File: src/rtl/cbm_window_decoder.sv
// CBM window decoder: integrates per-neuron 2-bit CBM codes over NT accepted beats,
// decodes each count to a WR-bit uni/bipolar value and queues result words in a small FIFO.
module cbm_window_decoder #(
    parameter int unsigned NH     = 8,
    parameter int unsigned WR     = 8,
    parameter int unsigned LOG_NT = 6,
    parameter int unsigned SIGNED = 0,
    parameter int unsigned DEPTH  = 2
) (
    input  logic             iCLK,
    input  logic             iRST,
    input  logic             iValid_AS_HiddenState,
    output logic             oReady_AS_HiddenState,
    input  logic [NH*2-1:0]  iData_AS_HiddenState,
    input  logic             iFlush,
    output logic             oValid_BM_DeHiddenState,
    input  logic             iReady_BM_DeHiddenState,
    output logic [NH*WR-1:0] oData_BM_DeHiddenState
);

    localparam int unsigned NT   = 1 << LOG_NT;
    localparam int unsigned PtrW = (DEPTH > 1) ? $clog2(DEPTH) : 1;
    localparam int unsigned FillW = $clog2(DEPTH + 1);
    localparam int unsigned ShU  = (WR > LOG_NT) ? WR - LOG_NT : 0;
    localparam int unsigned ShS  = (WR > LOG_NT + 1) ? WR - 1 - LOG_NT : 0;

    typedef enum logic {Accum, Push} stateType;

    stateType          stateQ;
    logic              readyQ;
    logic [LOG_NT-1:0] beatQ;
    logic [LOG_NT:0]   cntQ [NH];

    logic [NH*WR-1:0]  mem [DEPTH];
    logic [PtrW-1:0]   rdPtr;
    logic [PtrW-1:0]   wrPtr;
    logic [FillW-1:0]  fill;

    logic              accept;
    logic              lastBeat;
    logic              full;
    logic              pop;
    logic              pushWord;
    logic [NH-1:0]     hit;
    logic [NH*WR-1:0]  decoded;

    // Flush blocks acceptance in its own cycle.
    assign oReady_AS_HiddenState   = readyQ && !iFlush;
    assign accept                  = iValid_AS_HiddenState && oReady_AS_HiddenState;
    assign lastBeat                = (beatQ == LOG_NT'(NT - 1));
    assign full                    = (fill == FillW'(DEPTH));
    assign oValid_BM_DeHiddenState = (fill != '0);
    assign pop                     = oValid_BM_DeHiddenState && iReady_BM_DeHiddenState;
    // A same-edge pop frees the slot when full, so PUSH never bubbles.
    assign pushWord                = (stateQ == Push) && !iFlush && (!full || pop);
    assign oData_BM_DeHiddenState  = oValid_BM_DeHiddenState ? mem[rdPtr] : '0;

    always_comb begin
        hit = '0;
        for (int n = 0; n < NH; n++) begin
            hit[n] = iData_AS_HiddenState[2*n+1] ^ iData_AS_HiddenState[2*n];
        end
    end

    always_comb begin
        logic [WR-1:0] dec;
        logic [WR+1:0] wide;
        logic [WR+1:0] diff;
        decoded = '0;
        for (int n = 0; n < NH; n++) begin
            dec  = '0;
            wide = (WR+2)'(cntQ[n]);
            diff = (wide << 1) - (WR+2)'(NT);
            if (SIGNED == 0) begin
                if (cntQ[n] == (LOG_NT+1)'(NT)) begin
                    dec = '1;
                end else begin
                    dec = WR'(cntQ[n][LOG_NT-1:0]) << ShU;
                end
            end else begin
                // Full count saturates to the largest positive value.
                if (cntQ[n] == (LOG_NT+1)'(NT)) begin
                    dec = {1'b0, {(WR-1){1'b1}}};
                end else begin
                    dec = diff[WR-1:0] << ShS;
                end
            end
            decoded[WR*n +: WR] = dec;
        end
    end

    always_ff @(posedge iCLK or negedge iRST) begin
        if (!iRST) begin
            stateQ <= Accum;
            readyQ <= 1'b1;
            beatQ  <= '0;
            for (int n = 0; n < NH; n++) cntQ[n] <= '0;
        end else if (iFlush) begin
            stateQ <= Accum;
            readyQ <= 1'b1;
            beatQ  <= '0;
            for (int n = 0; n < NH; n++) cntQ[n] <= '0;
        end else begin
            unique case (stateQ)
                Accum: begin
                    if (accept) begin
                        for (int n = 0; n < NH; n++) begin
                            cntQ[n] <= cntQ[n] + (LOG_NT+1)'(hit[n]);
                        end
                        if (lastBeat) begin
                            stateQ <= Push;
                            readyQ <= 1'b0;
                        end else begin
                            beatQ <= beatQ + LOG_NT'(1);
                        end
                    end
                end
                Push: begin
                    if (pushWord) begin
                        stateQ <= Accum;
                        readyQ <= 1'b1;
                        beatQ  <= '0;
                        for (int n = 0; n < NH; n++) cntQ[n] <= '0;
                    end
                end
                default: begin
                    stateQ <= Accum;
                    readyQ <= 1'b1;
                end
            endcase
        end
    end

    always_ff @(posedge iCLK or negedge iRST) begin
        if (!iRST) begin
            rdPtr <= '0;
            wrPtr <= '0;
            fill  <= '0;
            for (int i = 0; i < DEPTH; i++) mem[i] <= '0;
        end else begin
            if (pushWord) begin
                mem[wrPtr] <= decoded;
                wrPtr      <= (wrPtr == PtrW'(DEPTH - 1)) ? '0 : wrPtr + PtrW'(1);
            end
            if (pop) begin
                rdPtr <= (rdPtr == PtrW'(DEPTH - 1)) ? '0 : rdPtr + PtrW'(1);
            end
            case ({pushWord, pop})
                2'b10:   fill <= fill + FillW'(1);
                2'b01:   fill <= fill - FillW'(1);
                default: fill <= fill;
            endcase
        end
    end

endmodule

File: config.mk
export PLATFORM = sky130hd
export DESIGN_NAME = cbm_window_decoder
export DESIGN_NICKNAME = d
export VERILOG_FILES = /design/src/rtl/cbm_window_decoder.sv
export SDC_FILE = /design/constraint.sdc
export NUM_CORES = 1
export LEC_CHECK = 0
export CORE_ASPECT_RATIO = 1.2
export CORE_MARGIN = 2
export CORE_UTILIZATION = 38
export CTS_CLUSTER_DIAMETER = 100
export CTS_CLUSTER_SIZE = 25
export DETAILED_ROUTE_END_ITERATION = 10
export PLACE_DENSITY_LB_ADDON = 0.05
export SETUP_SLACK_MARGIN = 0.5
export SLEW_MARGIN = 20
export SYNTH_ARGS = -nofsm -noshare
export SYNTH_HDL_FRONTEND = slang
export SYNTH_SLANG_ARGS = --single-unit
File: constraint.sdc
create_clock -name iCLK -period 3.5 [get_ports iCLK]
set_input_delay 0.7 -clock iCLK [delete_from_list [all_inputs] [get_ports iCLK]]
set_output_delay 0.7 -clock iCLK [all_outputs]
set_load 0.01 [all_outputs]
Word-level counts from Yosys, hierarchy flattened
Cells that the tools add are included.
- output and inout port bits: 66
- bits of input ports: 21
- RAM bits: 0
- flip-flop bits (word level): 196
- memories: 0
- ROM bits: 0
- latch bits: 0
- multipliers: 0
- bitwise operators: 11
- muxes and demuxes: 37
- order comparisons: 3
- reduce and logical (&&, ||, !) cells: 14
- shift-type cells: 0
- add/sub/neg operators: 13
- divide/modulo/power cells: 0
- equal/unequal tests: 16
- operator list (cell ; count):
    $mux W64 ; 5
    $mux W56 ; 3
    $bwmux W128 ; 1
    $pmux W56 S2 ; 1
    $demux W64 S1 ; 1
    $mux W8 ; 8
    $add A7 B1 Y7 ; 8
    $eq A7 B7 Y1 const B ; 8
    $mux W6 ; 4
    $pmux W6 S2 ; 1
    $mux W1 ; 10
    $ne A3 B3 Y1 const B ; 3
    $xor A1 B1 Y1 ; 8
    $add A6 B1 Y6 const B ; 1
    $eq A6 B6 Y1 const B ; 1
    $logic_and A1 B1 Y1 ; 6
    $reduce_and A3 Y1 ; 2
    $eq A2 B2 Y1 const B ; 2
    $ge A2 B2 Y1 const B ; 2
    $not A1 Y2 ; 2
    $pmux W1 S2 ; 2
    $pmux W2 S2 ; 1
    $reduce_bool A2 Y1 ; 2
    $ne A3 B2 Y1 const B ; 1
    9 further kinds ; 11

Depth between registers and ports, before layout
Gate-level depths: netlist of the first run.
- word-level depth: 7
- depth in mapped cells: 7
- mapped depth without buffers: 7

Least setup slack after synthesis of the first run
Ideal clock, no wire load.
- kind: register -> output
- start: register fill[0]
- end: output oData_BM_DeHiddenState[33]
- stages on the path, launching flop included: 6
- data required time: 2.800 ns
- path buffers: 3
- arrival time: 1.443 ns
- setup slack: 1.357 ns
- cell sequence: dfrtp_1 nor2_1 clkbuf_1 buf_1 nor2_1 buf_4
- longest elaborated chain between the ends: 2
- ends and longest elaborated chain (element ; line ; source):
    from (decl) ; 37 ; logic [FillW-1:0] fill;
    from (signal assigned) ; 149 ; 2'b10: fill <= fill + FillW'(1);
    from (signal assigned) ; 150 ; 2'b01: fill <= fill - FillW'(1);
    from (signal assigned) ; 151 ; default: fill <= fill;
    $reduce_bool A2 Y1 ; 52 ; assign oValid_BM_DeHiddenState = (fill != '0);
    $mux W64 ; 56 ; assign oData_BM_DeHiddenState = oValid_BM_DeHiddenState ? mem[rdPtr] : '0;
    to (decl) ; 18 ; output logic [NH*WR-1:0] oData_BM_DeHiddenState
No other way between the ends.

Final worst setup path of the first run
- start: register rdPtr
- end: output oData_BM_DeHiddenState[29]
- longest elaborated chain between the ends: 5
- ends and longest elaborated chain (element ; line ; source):
    from (decl) ; 35 ; logic [PtrW-1:0] rdPtr;
    from (signal assigned) ; 146 ; rdPtr <= (rdPtr == PtrW'(DEPTH - 1)) ? '0 : rdPtr + PtrW'(1);
    $not A1 Y2 (not written as such) ; 56 ;
    $mux W64 (not written as such) (3 in a row) ; 56 ;
    $mux W64 ; 56 ;
No other way between the ends. The select of a mux whose other input is x is not followed.

==> metrics.md, run 1 <==
| Metric | Value |
|---|---|
| 1st-pass router iterations | 6 |
| WHS | 271 ps |
| Number of flops mapped to enable cells by yosys | 0 |
| Initial Util | 0.389 |
| CP Max Fanout | 9 |
| Async SR Flop Fraction | 1.00 |
| IO buf count | 86 |
| Hold Fails Final Rpt | 0 |
| Area grow syn2layout | 19.9% |
| Area of the multi-input gates | 3890 um^2 |
| Fin nets | 1002 |
| Met3 Track Usage GR | 0.0324 |
| Fin. max-slew vios | 0 |
| Total number of vias | approximately 6600 |
| Total power | ~4300 uW |
| Antenna diodes | 0 |
| Worst hold path class | input port to async pin |
| CTS root buf | clkbuf_16 |
| Deepest clock path buffer count | 2 |
| Area occupied by registers | about 4500 um^2 |
| FP Rows | 60 |
| CTS clock-pin slew for the worst setup and hold paths | about 70 ps |
| Placed Cells incl. Taps | 1219 |
| GP Congestion | approximately 0.79 |
| CTS tree | built |
| Pwr Density | about 410 nW/um^2 |
| Worst-Skew Late Latency | 430 ps |
| CP startpoint kind | flop |
| Tmin final | 2800 ps |
| Routed wire per std cell | 16.5 um |
| Drt total wl | 20700 um |
| Max_cap viols | 0 |
| Layout Skew | 13.8 ps |
| Cts repair resizes | 0 |
| Number of distinct library cells after synthesis | 49 |
| Crit path from | rdPtr |
| ANT nets after route | 0 |
| # DRC | 0 |
| CP required | ~2800 ps |
| Largest net degree at the start of global routing | 74 |
| Global routing's busiest layer | met2 |
| Mapped Area | 8770 um^2 |
| Filler cell count | 2155 |
| RSZ-0062 raised after global routing | false |
| Met2 Use GR | 0.302 |
| Synthesized flop and latch total | 180 |
| TNS Setup | 0 ps |
| Pleak | 0.00434 uW |
| H-Tree Level Count | 4 |
| RR Startpoint | stateQ |
| Inserted Clock Buffers | 17 |
| Vias per cell | around 5.3 |
| Status | completed |
| Arr. time, crit path | 2100 ps |
| DIE WIDTH | approximately 140 um |
| Crit end category | output port |
| Slew @ Worst Pin | 862 ps |
| Worst slew margin | 0.425 |
| Post-Layout Cell Count | 1254 |
| Initial antenna violation count | 0 |
| Die Ht | 170 um |
| GR Util All Layers | 0.181 |
| Setup-failing EPs final | 0 |
| Layout cells sized above 1 | 0.0872 |
| Synthesized net count | 944 |
| Die ar. | between 20000 and 25000 um^2 |
| Syn_area_per_cell | 9.70 um^2 |
| Vias in the first global route | 6829 |
| Sink Count | 180 |
| Dominant synthesized flop cell | dfrtp_1 |
| IO Pins | 87 |
| F_max | 0.358 GHz |
| Global routing met1 resource utilization | 0.242 |
| VDD IR-drop max | between 0.2 and 0.3 mV |
| First-pass GRT wire length | 34800 um |
| Post-Synthesis Cells | 904 |
| Detailed Route Iter0 Violations | 395 |
| Most common cell after layout, fill and taps aside | nor2_1 |
| Most frequent cells in the layout | nor2_1, dfrtp_1, clkdlybuf4s50_1 |
| Seq/Total Area, Yosys | 0.514 |
| Core ar. | 22500 um^2 |
| WS Path Type | flop to output port |
| Total congestion overflow | 0 |
| Fin crit share | 0.799 |
| Ys Warns | 0 |
| DP HPWL | 13900 um |
==> cells by family (layout without fill, tap and decap cells) <==
kind of cell,Yosys count,after routing,synth area share
fa+ha+maj,19,19,0.0271
flops,180,180,0.514
xor+xnor,42,42,0.0419
mux,74,74,0.0867
compound gates,150,150,0.0991
simple gates,359,359,0.184
buf+inv,80,151,0.0474
==> area by class of cell <==
class                      instances  area share
timing repair buffer             110       0.107
clock buffer                      19      0.0412
sequential                       180       0.429
multi-input combinational        644       0.370
clock inverter                    13      0.0164
tap                              279      0.0332
inverter                           9     0.00321
==> metal layers <==
metal	up-vias	routed length (um)
met3	18	605
li1	3206	-
met5	-	0
met1	3298	9880
met4	0	245
met2	127	10000
==> final timing paths <==
path                                         endpoint  slack, ps  cells past startpoint
setup / recovery           oData_BM_DeHiddenState[29]        700                      4
hold / removal                               mem[125]        270                      1
setup reg to reg                             cntQ[53]       1350                      5
hold reg to reg                               mem[31]        480                      2
max in group asynchronous                      mem[7]       2370                      2
min in group iCLK                             mem[31]        480                      2
==> cell usage after synthesis (all sizes together) (2+ instances only) <==
cell type / number / area, um^2
a211o: 2 / 17.5
a21oi: 54 / 274
a22o: 16 / 140
a31oi: 9 / 56.3
a41oi: 4 / 35.0
and3: 10 / 62.6
buf: 51 / 307
clkbuf: 20 / 75.1
dfrtp: 179 / 4480
ha: 19 / 238
inv: 9 / 33.8
mux2: 16 / 180
mux2i: 58 / 581
nand2: 69 / 262
nand3: 28 / 140
nand4: 6 / 37.5
nor2: 194 / 728
nor3: 14 / 75.1
nor3b: 5 / 47.5
nor4: 23 / 165
o21ai: 59 / 295
or3: 2 / 12.5
xnor2: 32 / 280
xor2: 10 / 87.6
==> sequential cells by signal, indices dropped and copies added (netlist names) <==
register  cells
mem         112
stateQ        1
fill          2
readyQ        1
cntQ         56
beatQ         6
wrPtr         1
rdPtr         1
==> critical path, stage by stage (launching register included) <==
cell	delay, ps
dfrtp_4	590
buf_4	190
mux2i_1	110
nor2_1	200
clkdlybuf4s50_1	580
==> through the flow <==
stage                util  instance area, um^2  worst slack (ps)
finish              0.467                10500               703
global route        0.467                10500               578
CTS                 0.467                10500               661
detailed placement  0.438                 9870               643
global placement    0.438                 9870               695
floorplan               -                 8770              1360
==> report_power, final <==
| part | total (uW) | internal, uW | leakage (uW) | switching (uW) |
|---|---|---|---|---|
| registers | 2130 | 2100 | 0.00250 | 29.6 |
| clock network | 1980 | 1140 | 0.000281 | 844 |
| logic | 196 | 73.1 | 0.00156 | 123 |
==> timing repair <==
item | in CTS | in global routing
buffers inserted | 3 | 0
endpoints found under the setup margin | 32 | 0
hold buffers | 0 | 0
Note: power is estimated with default switching activity, not from simulation.
==> run 2: changes to the inputs <==
Clock period 3.5 ns to 2.6 ns, I/O delays scaled along.
==> run 2 against run 1 <==
Against the previous run:
- sequential share of layout area is 0.83 points lower
- sequential power is 34% higher
- global-route usage up 1.0 points
- power grew 36%
- combinational power increased by 41%
- setup slack lost 310 ps
- critical endpoint is now oData_BM_DeHiddenState[48]
- largest cell class unchanged
- largest power group unchanged
==> metrics.md, run 2 (synthesis results as in run 1) <==
| Metric | Value |
|---|---|
| FP Rows | 60 |
| Top flop regs | mem: 112 flops, cntQ: 56 flops, beatQ: 6 flops |
| IO Pins | 87 |
| Hold Buf Count CTS | 0 |
| Placed inst area | roughly 10000 um^2 |
| Initial Util | 0.389 |
| Global routing met1 resource utilization | 0.250 |
| # DRC | 0 |
| Met3 Track Usage GR | 0.0321 |
| Routed wire per std cell | 17.3 um |
| Antenna diodes | 0 |
| H-Tree Level Count | 4 |
| Layout cells sized above 1 | 0.190 |
| Buffers & Inverters on Critical Path | 3 |
| ANT nets after route | 0 |
| Most used cell, CP | buf_12 |
| Setup-failing EPs final | 0 |
| Largest reg by FF count | mem |
| VDD IR-drop max | roughly 0.42 mV |
| Most frequent cells in the layout | nor2_1, dfrtp_1, nand2_1 |
| TNS Setup | 0 ps |
| Die Ht | 170 um |
| Deepest clock path buffer count | 2 |
| Post-Layout Cell Count | 1284 |
| Fin. max-slew vios | 0 |
| Detailed Route Iter0 Violations | about 350 |
| Worst-Skew Late Latency | 430 ps |
| Drt total wl | between 20000 and 25000 um |
| 1st-pass router iterations | 4 |
| First-pass GRT wire length | approximately 37000 um |
| Fin nets | 1032 |
| WS Path Type | flop to output port |
| Worst path max stage delay | 510 ps |
| Status | completed |
| Worst hold path class | input port to async pin |
| CTS clock-pin slew for the worst setup and hold paths | 70 ps |
| CTS root buf | clkbuf_16 |
| RSZ-0062 raised after global routing | true |
| DIE WIDTH | 143 um |
| GR Util All Layers | 0.192 |
| Global routing's busiest layer | met2 |
| Sink Count | 180 |
| Pleak | ~0.0047 uW |
| Vias in the first global route | ~7000 |
| R2R cell count | 5 |
| Critical Path, Cell by Cell | buf_12 -> buf_12 -> mux2i_1 -> nor2_1 -> buf_2 |
| RR Startpoint | fill[0] |
| Initial antenna violation count | 0 |
| CTS tree | built |
| Core ar. | 22500 um^2 |
| Slowest cell on crit path | dfrtp_4 |
| Tmin final | about 2200 ps |
| Total number of vias | 6786 |
| DP HPWL | 14200 um |
| Pwr Density | 546 nW/um^2 |
| Inserted Clock Buffers | 17 |
| Largest net degree at the start of global routing | 58 |
| Hold Fails Final Rpt | 0 |
| Vias per cell | approximately 5.3 |
| Max_cap viols | 0 |
| FF-to-FF End | cntQ[19] |
| Arr. time, crit path | approximately 1700 ps |
| Largest register FFs | between 100 and 150 |
| Total congestion overflow | 0 |
| WP depth | 5 |
| Placed Cells incl. Taps | 1230 |
| Slew @ Worst Pin | 558 ps |
| IO buf count | 86 |
| F_max | 0.453 GHz |
| Die ar. | 24300 um^2 |
| Met2 Use GR | 0.329 |
| Fin crit share | 0.849 |
| Filler cell count | roughly 2100 |
| R2r setup slk | 670 ps |
| CP delay by family, top | flip-flops |
| Area grow syn2layout | 22.4% |
| Most common cell after layout, fill and taps aside | nor2_1 |
| Layout Skew | about 11 ps |
| CP startpoint kind | flop |
| CP Max Fanout | 7 |
| GP Congestion | 0.833 |
| Crit end category | output port |
| Worst slew margin | 0.628 |
| CP required | ~2100 ps |
| Post-layout instance area | 10700 um^2 |
[run 2: changes by cell type in the layout (fill, tap and decap cells not counted), sizes merged, moves of 3 or more]
cell | before | now
buf | 25 | 117
clkdlybuf4s50 | 85 | 18
clkbuf | 19 | 25
inv | 13 | 9
dlygate4sd2 | 0 | 3
[run 2: final cells by class]
class                   instances  area (um^2)  share of cell area
clock inverters                 9          153              0.0142
well taps                     279          349              0.0325
repair buffers                140         1260               0.118
multi-input cells             644         3960               0.369
clock buffers                  23          468              0.0436
flip-flops and latches        180         4510               0.420
inverters                       9         33.8             0.00315
[run 2: where the power goes]
part / internal, uW / switching (uW)
clock network: 1660 / 1070
registers: 2830 / 38.4
logic: 109 / 167
total: 4590 / 1270
[run 2: worst max-delay path by stage]
stage / slack (ps) / from / to
final: 390 / rdPtr / oData_BM_DeHiddenState[48]
after global routing: 330 / rdPtr / oData_BM_DeHiddenState[56]
after CTS: 350 / rdPtr / oData_BM_DeHiddenState[47]
after detailed placement: 170 / iData_AS_HiddenState[1] / cntQ[55]
after global placement: 190 / rdPtr / oData_BM_DeHiddenState[56]
after floorplan: 640 / fill[0] / oData_BM_DeHiddenState[33]
[run 2: per-stage QoR]
| step | utilization | total power [uW] | worst slack [ps] | hold slack (ps) |
|---|---|---|---|---|
| after floorplan | - | 3030 | 637 | 224 |
| after global routing | 0.477 | 6120 | 328 | 85.2 |
| after detailed placement | 0.445 | 3200 | 171 | 472 |
| after global placement | 0.445 | 3190 | 192 | 462 |
| final | 0.477 | 5870 | 393 | 66.9 |
| after CTS | 0.474 | 5940 | 354 | 75.2 |
[run 2: what timing repair did]
| item | CTS | global route |
|---|---|---|
| gates cloned | 3 | 2 |
| pin swaps | 13 | 14 |
| setup buffers | 17 | 0 |
| gates resized for setup | 276 | 15 |
| setup endpoints to repair | 66 | 63 |
[run 2: worst register-to-register path, delay by kind of cell, from the launching register on]
kind,cells,cell delay [ps]
compound gates,1,340
buf+inv,2,440
simple gates,2,630
flops,1,430
[run 2: per-layer routing]
| metal | wire length [um] | vias to the layer above |
|---|---|---|
| li1 | - | 3266 |
| met1 | 10200 | 3387 |
| met2 | 11100 | 105 |
| met3 | 553 | 28 |
| met4 | 354 | 0 |
| met5 | 0 | - |
